[config.mk]
export PLATFORM = sky130hd
export DESIGN_NAME = pdp_fifo_ctrl_flat
export DESIGN_NICKNAME = d
export VERILOG_FILES = /design/src/rtl/pdp_fifo_pkg.sv /design/src/rtl/pdp_fifo_ctrl_if.sv /design/src/rtl/pdp_fifo_flags.sv /design/src/rtl/pdp_fifo_ctrl.sv /design/src/flat_wrapper.sv
export SDC_FILE = /design/constraint.sdc
export NUM_CORES = 1
export LEC_CHECK = 0
export CAP_MARGIN = 10
export CORE_UTILIZATION = 25
export DETAILED_ROUTE_END_ITERATION = 10
export PLACE_DENSITY = 0.65
export SLEW_MARGIN = 5
export SYNTH_ARGS = -nofsm -noshare
export SYNTH_HDL_FRONTEND = slang
export SYNTH_SLANG_ARGS = --single-unit
[constraint.sdc]
create_clock -name CLK -period 5.8 [get_ports CLK]
set_input_delay 1.16 -clock CLK [delete_from_list [all_inputs] [get_ports CLK]]
set_output_delay 1.16 -clock CLK [all_outputs]
set_load 0.03 [all_outputs]
[src/rtl/pdp_fifo_pkg.sv]
// Shared constants and helpers for the pseudo-dual-port EBR FIFO controller.
package pdp_fifo_pkg;

    localparam int unsigned DATA_W       = 36;
    localparam int unsigned BE_W         = 4;

    localparam int unsigned DEF_ADDR_W   = 9;
    localparam int unsigned DEF_AF_LEVEL = 508;
    localparam int unsigned DEF_AE_LEVEL = 4;

    localparam string REGMODE_NOREG  = "NOREG";
    localparam string REGMODE_OUTREG = "OUTREG";

    // EBR read latency in cycles for a given output register mode.
    function automatic int unsigned lat(input string regmode);
        return (regmode == REGMODE_OUTREG) ? 2 : 1;
    endfunction

endpackage

[src/rtl/pdp_fifo_ctrl_if.sv]
// Producer/consumer and EBR-side signal bundle of the FIFO controller.
interface pdp_fifo_ctrl_if import pdp_fifo_pkg::*; #(
    parameter int unsigned ADDR_W = DEF_ADDR_W
) ();

    logic              WR_EN;
    logic [DATA_W-1:0] DIN;
    logic              RD_EN;
    logic [DATA_W-1:0] DOUT;
    logic              DOUT_VALID;
    logic              FULL;
    logic              EMPTY;
    logic              ALMOST_FULL;
    logic              ALMOST_EMPTY;
    logic [ADDR_W:0]   COUNT;
    logic              OVERFLOW;
    logic              UNDERFLOW;
    logic [DATA_W-1:0] RAM_DI;
    logic              RAM_CEW;
    logic [ADDR_W-1:0] RAM_ADW;
    logic [BE_W-1:0]   RAM_BE;
    logic              RAM_CER;
    logic [ADDR_W-1:0] RAM_ADR;
    logic [DATA_W-1:0] RAM_DO;

    // FIFO controller side.
    modport slave (
        input  WR_EN, DIN, RD_EN, RAM_DO,
        output DOUT, DOUT_VALID, FULL, EMPTY, ALMOST_FULL, ALMOST_EMPTY,
               COUNT, OVERFLOW, UNDERFLOW,
               RAM_DI, RAM_CEW, RAM_ADW, RAM_BE, RAM_CER, RAM_ADR
    );

    // Producer/consumer and RAM side.
    modport master (
        output WR_EN, DIN, RD_EN, RAM_DO,
        input  DOUT, DOUT_VALID, FULL, EMPTY, ALMOST_FULL, ALMOST_EMPTY,
               COUNT, OVERFLOW, UNDERFLOW,
               RAM_DI, RAM_CEW, RAM_ADW, RAM_BE, RAM_CER, RAM_ADR
    );

endinterface

[src/rtl/pdp_fifo_flags.sv]
// Occupancy arithmetic and registered status flags for the FIFO controller.
module pdp_fifo_flags import pdp_fifo_pkg::*; #(
    parameter int unsigned ADDR_W   = DEF_ADDR_W,
    parameter int unsigned AF_LEVEL = DEF_AF_LEVEL,
    parameter int unsigned AE_LEVEL = DEF_AE_LEVEL
) (
    input  logic            clk,
    input  logic            rst,
    input  logic            wr_en,
    input  logic            rd_en,
    input  logic            wa,
    input  logic            ra,
    input  logic [ADDR_W:0] count,
    output logic [ADDR_W:0] count_next,
    output logic            full,
    output logic            empty,
    output logic            almost_full,
    output logic            almost_empty,
    output logic            overflow,
    output logic            underflow
);

    localparam int unsigned      CNT_W  = ADDR_W + 1;
    localparam logic [CNT_W-1:0] DEPTH  = CNT_W'(1) << ADDR_W;
    localparam logic [CNT_W-1:0] AF_THR = CNT_W'(AF_LEVEL);
    localparam logic [CNT_W-1:0] AE_THR = CNT_W'(AE_LEVEL);

    logic full_q, full_d;
    logic empty_q, empty_d;
    logic almost_full_q, almost_full_d;
    logic almost_empty_q, almost_empty_d;
    logic overflow_q, overflow_d;
    logic underflow_q, underflow_d;

    // Next occupancy and the flags derived from it; sticky error bits accumulate.
    always_comb begin
        count_next = count;
        if (wa && !ra) begin
            count_next = count + CNT_W'(1);
        end else if (ra && !wa) begin
            count_next = count - CNT_W'(1);
        end
        full_d         = (count_next == DEPTH);
        empty_d        = (count_next == '0);
        almost_full_d  = (count_next >= AF_THR);
        almost_empty_d = (count_next <= AE_THR);
        overflow_d     = overflow_q  | (wr_en & full_q);
        underflow_d    = underflow_q | (rd_en & empty_q);
    end

    // Flag registers; reset leaves the FIFO empty with errors cleared.
    always_ff @(posedge clk) begin
        if (rst) begin
            full_q         <= 1'b0;
            empty_q        <= 1'b1;
            almost_full_q  <= 1'b0;
            almost_empty_q <= 1'b1;
            overflow_q     <= 1'b0;
            underflow_q    <= 1'b0;
        end else begin
            full_q         <= full_d;
            empty_q        <= empty_d;
            almost_full_q  <= almost_full_d;
            almost_empty_q <= almost_empty_d;
            overflow_q     <= overflow_d;
            underflow_q    <= underflow_d;
        end
    end

    assign full         = full_q;
    assign empty        = empty_q;
    assign almost_full  = almost_full_q;
    assign almost_empty = almost_empty_q;
    assign overflow     = overflow_q;
    assign underflow    = underflow_q;

endmodule

[src/rtl/pdp_fifo_ctrl.sv]
// FIFO controller for a 512x36 pseudo-dual-port EBR: pointers, RAM strobes,
// occupancy flags and a read-data strobe aligned to the EBR read latency.
module pdp_fifo_ctrl import pdp_fifo_pkg::*; #(
    parameter int unsigned ADDR_W   = DEF_ADDR_W,
    parameter string       REGMODE  = REGMODE_NOREG,
    parameter int unsigned AF_LEVEL = DEF_AF_LEVEL,
    parameter int unsigned AE_LEVEL = DEF_AE_LEVEL
) (
    input logic              CLK,
    input logic              RST,
    pdp_fifo_ctrl_if.slave   bus
);

    localparam int unsigned LAT = lat(REGMODE);

    logic              wa, ra;
    logic              full, empty;
    logic [ADDR_W:0]   count_q, count_d;
    logic [ADDR_W-1:0] wr_ptr_q, wr_ptr_d;
    logic [ADDR_W-1:0] rd_ptr_q, rd_ptr_d;
    logic              dout_valid;

    assign wa = bus.WR_EN & ~full;
    assign ra = bus.RD_EN & ~empty;

    pdp_fifo_flags #(
        .ADDR_W   (ADDR_W),
        .AF_LEVEL (AF_LEVEL),
        .AE_LEVEL (AE_LEVEL)
    ) u_flags (
        .clk          (CLK),
        .rst          (RST),
        .wr_en        (bus.WR_EN),
        .rd_en        (bus.RD_EN),
        .wa           (wa),
        .ra           (ra),
        .count        (count_q),
        .count_next   (count_d),
        .full         (full),
        .empty        (empty),
        .almost_full  (bus.ALMOST_FULL),
        .almost_empty (bus.ALMOST_EMPTY),
        .overflow     (bus.OVERFLOW),
        .underflow    (bus.UNDERFLOW)
    );

    // Pointers advance once per accepted access and wrap naturally at the depth.
    always_comb begin
        wr_ptr_d = wr_ptr_q;
        rd_ptr_d = rd_ptr_q;
        if (wa) begin
            wr_ptr_d = wr_ptr_q + ADDR_W'(1);
        end
        if (ra) begin
            rd_ptr_d = rd_ptr_q + ADDR_W'(1);
        end
    end

    // Pointer and occupancy registers.
    always_ff @(posedge CLK) begin
        if (RST) begin
            wr_ptr_q <= '0;
            rd_ptr_q <= '0;
            count_q  <= '0;
        end else begin
            wr_ptr_q <= wr_ptr_d;
            rd_ptr_q <= rd_ptr_d;
            count_q  <= count_d;
        end
    end

    if (LAT > 1) begin : g_outreg
        logic [1:0] vld_q, vld_d;

        // Two-stage valid pipe matching the EBR output register.
        always_comb begin
            vld_d = {vld_q[0], ra};
        end

        // Valid pipe registers; reset drops reads still in flight.
        always_ff @(posedge CLK) begin
            if (RST) begin
                vld_q <= '0;
            end else begin
                vld_q <= vld_d;
            end
        end

        assign dout_valid = vld_q[1];
    end else begin : g_noreg
        logic vld_q, vld_d;

        // Single-stage valid pipe matching the unregistered EBR output.
        always_comb begin
            vld_d = ra;
        end

        // Valid register; reset drops a read still in flight.
        always_ff @(posedge CLK) begin
            if (RST) begin
                vld_q <= 1'b0;
            end else begin
                vld_q <= vld_d;
            end
        end

        assign dout_valid = vld_q;
    end

    assign bus.RAM_DI     = bus.DIN;
    assign bus.RAM_CEW    = wa;
    assign bus.RAM_ADW    = wr_ptr_q;
    assign bus.RAM_BE     = '1;
    assign bus.RAM_CER    = ra;
    assign bus.RAM_ADR    = rd_ptr_q;
    assign bus.DOUT       = bus.RAM_DO;
    assign bus.DOUT_VALID = dout_valid;
    assign bus.FULL       = full;
    assign bus.EMPTY      = empty;
    assign bus.COUNT      = count_q;

endmodule
[src/flat_wrapper.sv]
// flat-port wrapper written by rule: the top's interface ports become plain ports
module pdp_fifo_ctrl_flat import pdp_fifo_pkg::*;
#(
    parameter int unsigned ADDR_W   = DEF_ADDR_W,
    parameter string       REGMODE  = REGMODE_NOREG,
    parameter int unsigned AF_LEVEL = DEF_AF_LEVEL,
    parameter int unsigned AE_LEVEL = DEF_AE_LEVEL
)
  (CLK, RST, bus_WR_EN, bus_DIN, bus_RD_EN, bus_RAM_DO, bus_DOUT, bus_DOUT_VALID, bus_FULL, bus_EMPTY, bus_ALMOST_FULL, bus_ALMOST_EMPTY, bus_COUNT, bus_OVERFLOW, bus_UNDERFLOW, bus_RAM_DI, bus_RAM_CEW, bus_RAM_ADW, bus_RAM_BE, bus_RAM_CER, bus_RAM_ADR);
  pdp_fifo_ctrl_if #(.ADDR_W(ADDR_W)) bus_i ();
  input logic CLK;
  input logic RST;
  input wire logic [$bits(bus_i.WR_EN)-1:0] bus_WR_EN;
  input wire logic [$bits(bus_i.DIN)-1:0] bus_DIN;
  input wire logic [$bits(bus_i.RD_EN)-1:0] bus_RD_EN;
  input wire logic [$bits(bus_i.RAM_DO)-1:0] bus_RAM_DO;
  output wire logic [$bits(bus_i.DOUT)-1:0] bus_DOUT;
  output wire logic [$bits(bus_i.DOUT_VALID)-1:0] bus_DOUT_VALID;
  output wire logic [$bits(bus_i.FULL)-1:0] bus_FULL;
  output wire logic [$bits(bus_i.EMPTY)-1:0] bus_EMPTY;
  output wire logic [$bits(bus_i.ALMOST_FULL)-1:0] bus_ALMOST_FULL;
  output wire logic [$bits(bus_i.ALMOST_EMPTY)-1:0] bus_ALMOST_EMPTY;
  output wire logic [$bits(bus_i.COUNT)-1:0] bus_COUNT;
  output wire logic [$bits(bus_i.OVERFLOW)-1:0] bus_OVERFLOW;
  output wire logic [$bits(bus_i.UNDERFLOW)-1:0] bus_UNDERFLOW;
  output wire logic [$bits(bus_i.RAM_DI)-1:0] bus_RAM_DI;
  output wire logic [$bits(bus_i.RAM_CEW)-1:0] bus_RAM_CEW;
  output wire logic [$bits(bus_i.RAM_ADW)-1:0] bus_RAM_ADW;
  output wire logic [$bits(bus_i.RAM_BE)-1:0] bus_RAM_BE;
  output wire logic [$bits(bus_i.RAM_CER)-1:0] bus_RAM_CER;
  output wire logic [$bits(bus_i.RAM_ADR)-1:0] bus_RAM_ADR;
  assign bus_i.WR_EN = bus_WR_EN;
  assign bus_i.DIN = bus_DIN;
  assign bus_i.RD_EN = bus_RD_EN;
  assign bus_i.RAM_DO = bus_RAM_DO;
  assign bus_DOUT = bus_i.DOUT;
  assign bus_DOUT_VALID = bus_i.DOUT_VALID;
  assign bus_FULL = bus_i.FULL;
  assign bus_EMPTY = bus_i.EMPTY;
  assign bus_ALMOST_FULL = bus_i.ALMOST_FULL;
  assign bus_ALMOST_EMPTY = bus_i.ALMOST_EMPTY;
  assign bus_COUNT = bus_i.COUNT;
  assign bus_OVERFLOW = bus_i.OVERFLOW;
  assign bus_UNDERFLOW = bus_i.UNDERFLOW;
  assign bus_RAM_DI = bus_i.RAM_DI;
  assign bus_RAM_CEW = bus_i.RAM_CEW;
  assign bus_RAM_ADW = bus_i.RAM_ADW;
  assign bus_RAM_BE = bus_i.RAM_BE;
  assign bus_RAM_CER = bus_i.RAM_CER;
  assign bus_RAM_ADR = bus_i.RAM_ADR;
  pdp_fifo_ctrl #(.ADDR_W(ADDR_W), .REGMODE(REGMODE), .AF_LEVEL(AF_LEVEL), .AE_LEVEL(AE_LEVEL)) u_core (.CLK(CLK), .RST(RST), .bus(bus_i));
endmodule
==> out/results.tsv <==
metric	value	unit
status	completed	
clk_pin_slew_worst_paths	0.07	ns
routed_wl	4.336	mm
core	8721	µm²
die_height	96.89	µm
maxCapViolations	0	
critPathMaxStageDelay	0.74	ns
clockRootBuffer	clkbuf_8	
drc	0	
place_congestion	0.8707	
power.switching	0.2396	mW
crit_chain	clkdlybuf4s50_1 > nand2b_1 > inv_1 > clkdlybuf4s50_1	
internal_power	0.4709	mW
hold_buffers	0	
async_flop_share	0	%
p_leak	0.8203	nW
htree_levels	2	
crit_start	bus_RD_EN	
avgSynthCellArea	8.306	µm²
critPathSlowestCell	clkdlybuf4s50_1	
grt_max_degree	36	
cts_tree	done	
crit_top_cell	clkdlybuf4s50_1	
cp-end-kind	output pin	
synthTopCellsByCount	buf_4 (76), dfxtp_1 (35), nor2_1 (29)	
drtAntennaViolNets	0	
dp.cells	338	
rsz0062_at_grt	false	
synth.yosys.seq_area_share	31.13	%
cts_sinks	35	
cp_data_arrival_time	2.95	ns
instances_no_fill	346	
tightest_slew	0.7173	ns
insertion_delay	0.29	ns
hp-class	register to register	
skew	0.009026	ns
start_util	25.81	%
crit_fanout	12	
synth-seq-cells	35	
die_x	96.89	µm
placed_area	2162	µm²
postCtsSetupRepairBufs	0	
io_buffers	40	
vias	1565	
hold_viol_final	0	
regToRegStartpoint	u_core.u_flags.empty$_SDFF_PP1_	
p_per_area	312.4	nW/µm²
antenna_found_initial	0	
pwr-share-comb	28.9	%
syn_area	2251	µm²
setup_viol	0	
ys_warn_count	0	
tns	0	ns
wl_per_cell	12.53	µm
ys.flop_type	dfxtp_1	
synth.area.top_cells	dfxtp_1 (31%), buf_4 (25%), xor2_1 (5.1%)	
synthToLayoutAreaGrowth	1.056	%
start_kind	input port	
p_clk_share	31.0	%
detail_route.iter0.violations	102	
yosys.area.top_type	dfxtp_1	
slew_violations	0	
synth_top_area_share	31.13	%
fin_area	2275	µm²
layout-drive-gt1-share	5.882	%
grt_use_total	9.530	%
nets	317	
synth_cell_type_count	39	
required	4.64	ns
grt_pass1_wl	7.203	mm
period_needed	4.110	ns
grt_pass1_vias	1537	
timing.final.crit_share	70.86	%
cts-resized-gates	0	
ir_drop	85.03	µV
relSlewSlack	51.74	%
yosysMostFrequentCell	buf_4	
io_pins	189	
power_frac_seq	40.1	%
numCtsBuffers	5	
die-area	9387	µm²
crit_type	input port to output pin	
antenna_cells	0	
synth_edf_count	0	
vias_per_cell	4.523	
drt_pass1_iterations	7	
row_count	34	
hp-start	u_core.u_flags.overflow$_SDFF_PP0_	
cts_max_path_buffers	2	
grt_overflow	0	
synthCells	271	
post-dp-hpwl	3.180	mm
power.share.switching	33.72	%
clock.fmax	0.2433	GHz
-- logic make-up (layout without fill, tap and decap cells) --
logic type               after synthesis  count (layout)  synth area share (%)
XOR/XNOR                              19              19                 7.393
AO/OA/AOI/OAI                         31              31                 9.672
flip-flops                            35              35                 31.13
other                                  1               4                0.1666
AND/OR/NAND/NOR                       89              89                 19.68
adder cells (fa/ha/maj)                4               4                 2.224
buffers and inverters                 92              56                 29.74
-- power by group through the flow --
stage	combinational [mW]	sequential (mW)	clock, mW
6_report	0.205	0.285	0.220
5_1_grt	0.225	0.290	0.241
4_1_cts	0.205	0.286	0.229
3_5_place_dp	0.203	0.292	0
3_3_place_gp	0.201	0.291	0
2_1_floorplan	0.205	0.323	0
-- critical path: cells and delay by family --
kind,cells,cell delay (ns)
buffers and inverters,3,1.58
and+or+nand+nor,1,0.21
-- registers in the layout, indices dropped and copies added, names as in the netlist --
name,count
u_core.bus.COUNT,10
u_core.bus.RAM_ADR,9
u_core.bus.RAM_ADW,9
u_core.bus.DOUT_VALID,1
u_core.u_flags.almost_empty,1
u_core.u_flags.almost_full,1
u_core.u_flags.empty,1
u_core.u_flags.full,1
u_core.u_flags.overflow,1
u_core.u_flags.underflow,1
-- path summary, 6_finish.rpt --
check / slack, ns / cells past startpoint / end
max: 1.69 / 4 / bus_RAM_CER
min reg2reg: 0.48 / 2 / u_core.u_flags.overflow$_SDFF_PP0_
max reg2reg: 3.10 / 7 / u_core.u_flags.almost_full$_SDFF_PP0_
min: 0.48 / 2 / u_core.u_flags.overflow$_SDFF_PP0_
-- per-layer routing --
metal  track usage, %  routed length, µm
met1            10.78               1891
met2            15.06               1997
met3            4.191                361
met4            5.052                 86
met5                0                  0
-- final cells by class --
| cell class | count | area (µm²) |
|---|---|---|
| clock buffer | 5 | 68.82 |
| multi-input combinational | 147 | 892.1 |
| inverter | 7 | 26.28 |
| clock inverter | 3 | 43.79 |
| tap | 108 | 135.1 |
| timing repair buffer | 41 | 407.9 |
| sequential | 35 | 700.7 |
| fill | 911 | 6446 |
-- placed cells by master, fill, tap and decap left out, drive strengths merged, types with 2 or more instances in the layout --
cell / instances
clkdlybuf4s50: 40
dfxtp: 35
nor2: 29
nand2: 17
xor2: 13
a21oi: 11
nand4: 9
inv: 7
or3: 7
and3: 6
o21ai: 6
xnor2: 6
nand3: 5
clkbuf: 5
nand2b: 4
ha: 4
conb: 4
or4: 4
nor4: 3
nor3: 2
a211oi: 2
o31ai: 2
o32ai: 2
clkinv: 2
-- metrics by stage --
| step | worst slack [ns] | util, % | power, mW | hold slack, ns |
|---|---|---|---|---|
| 2_1_floorplan | 2.982 | - | 0.5276 | 0.6036 |
| 3_3_place_gp | 1.722 | 24.79 | 0.4916 | 0.4546 |
| 3_5_place_dp | 1.681 | 24.79 | 0.4949 | 0.4704 |
| 4_1_cts | 1.683 | 26.08 | 0.7199 | 0.4881 |
| 5_1_grt | 1.590 | 26.08 | 0.7561 | 0.5322 |
| 6_report | 1.690 | 26.08 | 0.7105 | 0.4846 |
Power figures use the tool's default switching activity.
